==> config.mk <==
export PLATFORM = sky130hd
export DESIGN_NAME = fsm_ctrl
export DESIGN_NICKNAME = d
export VERILOG_FILES = /design/src/rtl/fsm_ctrl.sv
export SDC_FILE = /design/constraint.sdc
export NUM_CORES = 1
export LEC_CHECK = 0
export ABC_AREA = 1
export BUFFER_PORTS_ARGS = -buffer_cell sky130_fd_sc_hd__buf_4
export CORE_MARGIN = 1.5
export CORE_UTILIZATION = 35
export CTS_BUF_LIST = sky130_fd_sc_hd__clkbuf_8
export CTS_CLUSTER_DIAMETER = 80
export DETAILED_ROUTE_END_ITERATION = 16
export GPL_ROUTABILITY_DRIVEN = 0
export PLACE_DENSITY = 0.61
export SLEW_MARGIN = 30
export SYNTH_ARGS = -nofsm -noshare
export SYNTH_HDL_FRONTEND = slang
export SYNTH_SLANG_ARGS = --single-unit
==> constraint.sdc <==
create_clock -name clk -period 1.5 [get_ports clk]
set_clock_uncertainty 0.15 [all_clocks]
set_input_delay 0.075 -clock clk [delete_from_list [all_inputs] [get_ports clk]]
set_output_delay 0.075 -clock clk [all_outputs]
set_load 0.01 [all_outputs]
==> src/rtl/fsm_ctrl.sv <==
// fsm_ctrl: configuration/supervision controller for a bank of FIFOs.
//
// Sequences RESET -> INIT (threshold programming) -> IDLE/ACTIVE (normal
// operation) and locks into ERROR on any FIFO overflow/underflow until reset.
//
// Ports:
//   clk            sole clock, rising edge
//   reset          synchronous, active-high reset
//   init           request to enter/remain in configuration
//   umbral_af_in   almost-full threshold to program
//   umbral_ae_in   almost-empty threshold to program
//   fifo_empty     per-FIFO empty flags (bit i = FIFO i)
//   fifo_error     per-FIFO overflow/underflow flags
//   umbral_af_out  registered almost-full threshold broadcast
//   umbral_ae_out  registered almost-empty threshold broadcast
//   state          one-hot current state
//   idle_out       high while in IDLE
//   error_out      high while in ERROR
//   error_src      fifo_error bits captured on ERROR entry
//   cfg_invalid    high while in INIT with an invalid threshold pair
module fsm_ctrl #(
    parameter int unsigned THRESH_W  = 3,
    parameter int unsigned NUM_FIFOS = 8
) (
    input  logic                 clk,
    input  logic                 reset,
    input  logic                 init,
    input  logic [THRESH_W-1:0]  umbral_af_in,
    input  logic [THRESH_W-1:0]  umbral_ae_in,
    input  logic [NUM_FIFOS-1:0] fifo_empty,
    input  logic [NUM_FIFOS-1:0] fifo_error,
    output logic [THRESH_W-1:0]  umbral_af_out,
    output logic [THRESH_W-1:0]  umbral_ae_out,
    output logic [4:0]           state,
    output logic                 idle_out,
    output logic                 error_out,
    output logic [NUM_FIFOS-1:0] error_src,
    output logic                 cfg_invalid
);

    typedef enum logic [4:0] {
        StReset  = 5'b00001,
        StInit   = 5'b00010,
        StIdle   = 5'b00100,
        StActive = 5'b01000,
        StError  = 5'b10000
    } state_e;

    state_e state_q, state_d;
    logic   pair_valid;
    logic   any_error;
    logic   all_empty;

    assign pair_valid = (umbral_af_in != '0) && (umbral_ae_in < umbral_af_in);
    assign any_error  = |fifo_error;
    assign all_empty  = &fifo_empty;

    always_comb begin
        state_d = state_q;
        unique case (state_q)
            StReset: state_d = StInit;
            // fifo_error is deliberately not looked at while configuring
            StInit:  state_d = (init || !pair_valid) ? StInit : StIdle;
            StIdle: begin
                if (any_error)       state_d = StError;
                else if (init)       state_d = StInit;
                else if (!all_empty) state_d = StActive;
                else                 state_d = StIdle;
            end
            StActive: begin
                if (any_error)      state_d = StError;
                else if (init)      state_d = StInit;
                else if (all_empty) state_d = StIdle;
                else                state_d = StActive;
            end
            StError: state_d = StError;
            default: state_d = StReset;
        endcase
    end

    always_ff @(posedge clk) begin
        if (reset) begin
            state_q       <= StReset;
            umbral_af_out <= '0;
            umbral_ae_out <= '0;
            idle_out      <= 1'b0;
            error_out     <= 1'b0;
            error_src     <= '0;
            cfg_invalid   <= 1'b0;
        end else begin
            state_q <= state_d;
            if (state_q == StInit) begin
                umbral_af_out <= umbral_af_in;
                umbral_ae_out <= umbral_ae_in;
            end
            // Capture only on the entering edge so the cause stays frozen
            if (state_d == StError && state_q != StError) begin
                error_src <= fifo_error;
            end
            // Flags decoded from next state so they line up with state
            idle_out    <= (state_d == StIdle);
            error_out   <= (state_d == StError);
            cfg_invalid <= (state_d == StInit) && !pair_valid;
        end
    end

    assign state = state_q;

endmodule

==> impl_metrics.env <==
export IMPL_cts_sinks=22
export IMPL_wire_per_inst_um=11.2
export IMPL_tightest_slew_ps=264
export IMPL_drcViolationCount=0
export IMPL_htreeDepth=1
export IMPL_antenna_found_initial=0
export IMPL_setup_viol=0
export IMPL_cp_start_kind="input port"
export IMPL_synthFlopType="dfxtp_1"
export IMPL_nets=219
export IMPL_crit_arrival_ps=1500
export IMPL_first_global_vias=1026
export IMPL_syn_avg_cell_area_um2=7.97
export IMPL_ios=47
export IMPL_post_dp_hpwl_um=1730
export IMPL_period_share=0.978
export IMPL_via_per_inst=4.67
export IMPL_synth_warning_count=0
export IMPL_cts_made_buffers=3
export IMPL_die_area_um2=3150
export IMPL_drt_wl_total_um=2480
export IMPL_p_leak_uw=0.000731
export IMPL_layout_min_cycle_time_ps=1470
export IMPL_clockBufferDepth=2
export IMPL_drive_gt1_frac=0.416
export IMPL_fillerInstances=248
export IMPL_crit_path_frequent_cell="nor2_4"
export IMPL_ant_nets=0
export IMPL_drt_iter0_markers=51
export IMPL_fin_util=0.605
export IMPL_slew_viol_final=0
export IMPL_yosysTopAreaCell="dfxtp_1"
export IMPL_syn_nets=151
export IMPL_cap_violations=0
export IMPL_synthTopCellsByArea="dfxtp_1 (45%), nor2_1 (10%), o21ai_1 (6.1%)"
export IMPL_synthArstFlopShare=0
export IMPL_ctsRootBufferMaster="clkbuf_8"
export IMPL_critPathKind="in2reg"
export IMPL_grt_pass1_wl_um=4320
export IMPL_grt_max_degree=16
export IMPL_syn_area_um2=988
export IMPL_dr_total_vias=1033
export IMPL_ys_types=24
export IMPL_p_per_area_nw_per_um2=757
export IMPL_ir_drop_v=0.000492
export IMPL_path_max_fanout=5
export IMPL_p_total_uw=1240
export IMPL_clock_latency_ps=250
export IMPL_fin_hold_ws_ps=71.2
export IMPL_setup_tns_ps=0
export IMPL_synth_edff_count=0
export IMPL_max_stage_delay_ps=550
export IMPL_relSlewSlack=0.824
export IMPL_holdCritPathClass="in2reg"
export IMPL_cpMaxStageDelayCell="dlygate4sd3_1"
export IMPL_crit_chain="dlygate4sd3_1 -> buf_4 -> nor2_4 -> nand2_2 -> nor2_4 -> buf_12 -> nand4_1 -> a21oi_1"
export IMPL_fp_dieH_um=56.1
export IMPL_core_rowCount=19
export IMPL_required_ps=1530
export IMPL_status="finished clean"
export IMPL_fmax_mhz=682
export IMPL_core_area_um2=2710
export IMPL_worstSetupEndpointType="register"
export IMPL_synth_top_area_frac=0.446
export IMPL_grt_remaining_overflow=0
export IMPL_synth_common_cells="nor2_1 (27), dfxtp_1 (22), o21ai_1 (12)"
export IMPL_syn_inst=124
export IMPL_synth_most_common_cell="nor2_1"
export IMPL_track_usage=0.168
export IMPL_start_util=0.365
export IMPL_syn2layout_area_growth_pct=65.9
export IMPL_dr_pass1_iters=4
export IMPL_clk_pin_slew_worst_paths_ps=70
export IMPL_portBuffers=46
export IMPL_synth_seq_cells=22
export IMPL_rsz0062_at_grt="yes"
export IMPL_synth_seq_area_share=0.446
export IMPL_finalHoldViolCount=0
export IMPL_cts_tree="yes"
export IMPL_num_antenna_cells=0
export IMPL_die_w_um=56.1
report_power, final:
part	internal, uW	switching (uW)
clock	178	166
combinational	143	123
sequential	612	20.6
logic make-up (layout without fill, tap and decap cells):
kind of cell	after synthesis	after routing	synth area share
AOI/OAI and AO/OA	24	24	0.123
adders and majority gates	2	2	0.0253
buffers and inverters	15	80	0.0696
DFF	22	22	0.446
and+or+nand+nor	61	62	0.337
state kept, by name, indices dropped and copies added, names as in the netlist:
signal	flops
error_src	8
cfg_invalid	1
idle_out	1
umbral_af_out	3
error_out	1
umbral_ae_out	3
state	5
worst paths after layout:
check	slack [ps]	startpoint	end	depth (start not counted)
setup reg to reg	100	state[1]	error_src[6]	6
hold / removal	70	umbral_af_in[2]	cfg_invalid	6
hold reg to reg	350	umbral_ae_out[2]	umbral_ae_out[2]	2
setup / recovery	30	fifo_error[0]	idle_out	8
through the flow:
| stage | cells | setup WS [ps] | area [um^2] |
|---|---|---|---|
| 3_5_place_dp | 199 | 53.0 | 1360 |
| 4_1_cts | 218 | 47.9 | 1560 |
| 3_3_place_gp | 199 | 115 | 1360 |
| 2_1_floorplan | 124 | 216 | 988 |
| 6_report | 221 | 32.8 | 1640 |
| 5_1_grt | 221 | -22.7 | 1640 |
layout make-up:
cell class / instances / area [um^2] / share of cell area
timing repair buffer: 63 / 526 / 0.320
tap: 31 / 38.8 / 0.0236
timing repair inverter: 1 / 6.26 / 0.00381
clock buffer: 3 / 41.3 / 0.0252
inverter: 13 / 57.6 / 0.0351
sequential: 22 / 443 / 0.270
multi-input combinational: 88 / 528 / 0.322
cells in the final DEF (no fill, tap or decap), types with 2 or more instances in the layout:
master | netlist | routed
a21oi_1 | 9 | 8
buf_4 | 0 | 46
clkbuf_8 | 0 | 3
dfxtp_1 | 22 | 20
dfxtp_2 | 0 | 2
dlygate4sd3_1 | 0 | 16
ha_1 | 2 | 2
inv_1 | 10 | 8
inv_2 | 2 | 3
nand2_1 | 11 | 10
nand2_2 | 2 | 3
nand3_1 | 5 | 5
nand4_1 | 5 | 5
nor2_1 | 27 | 23
nor2_2 | 2 | 4
nor2_4 | 3 | 6
o21ai_0 | 2 | 2
o21ai_1 | 12 | 9
o21ai_2 | 0 | 3
routing by layer:
layer  vias to the layer above  part of all wire  track usage
met3                         2             0.032       0.0186
met4                         0            0.0032       0.0612
met1                       464              0.45        0.214
met2                        20              0.51        0.292
met5                         -                 0            0
li1                        547                 -            -
what timing repair did:
item	in CTS	in global routing
hold buffers	16	0
endpoints found under the hold margin	21	0
gates resized for setup	0	16
buffers inserted	0	1
endpoints found under the setup margin	0	14
worst max-delay path: cells and delay by family:
family	cells	cell delay [ps]
buffers and inverters	3	830
AOI/OAI and AO/OA	1	170
and+or+nand+nor	4	420
Power figures use the tool's default switching activity.
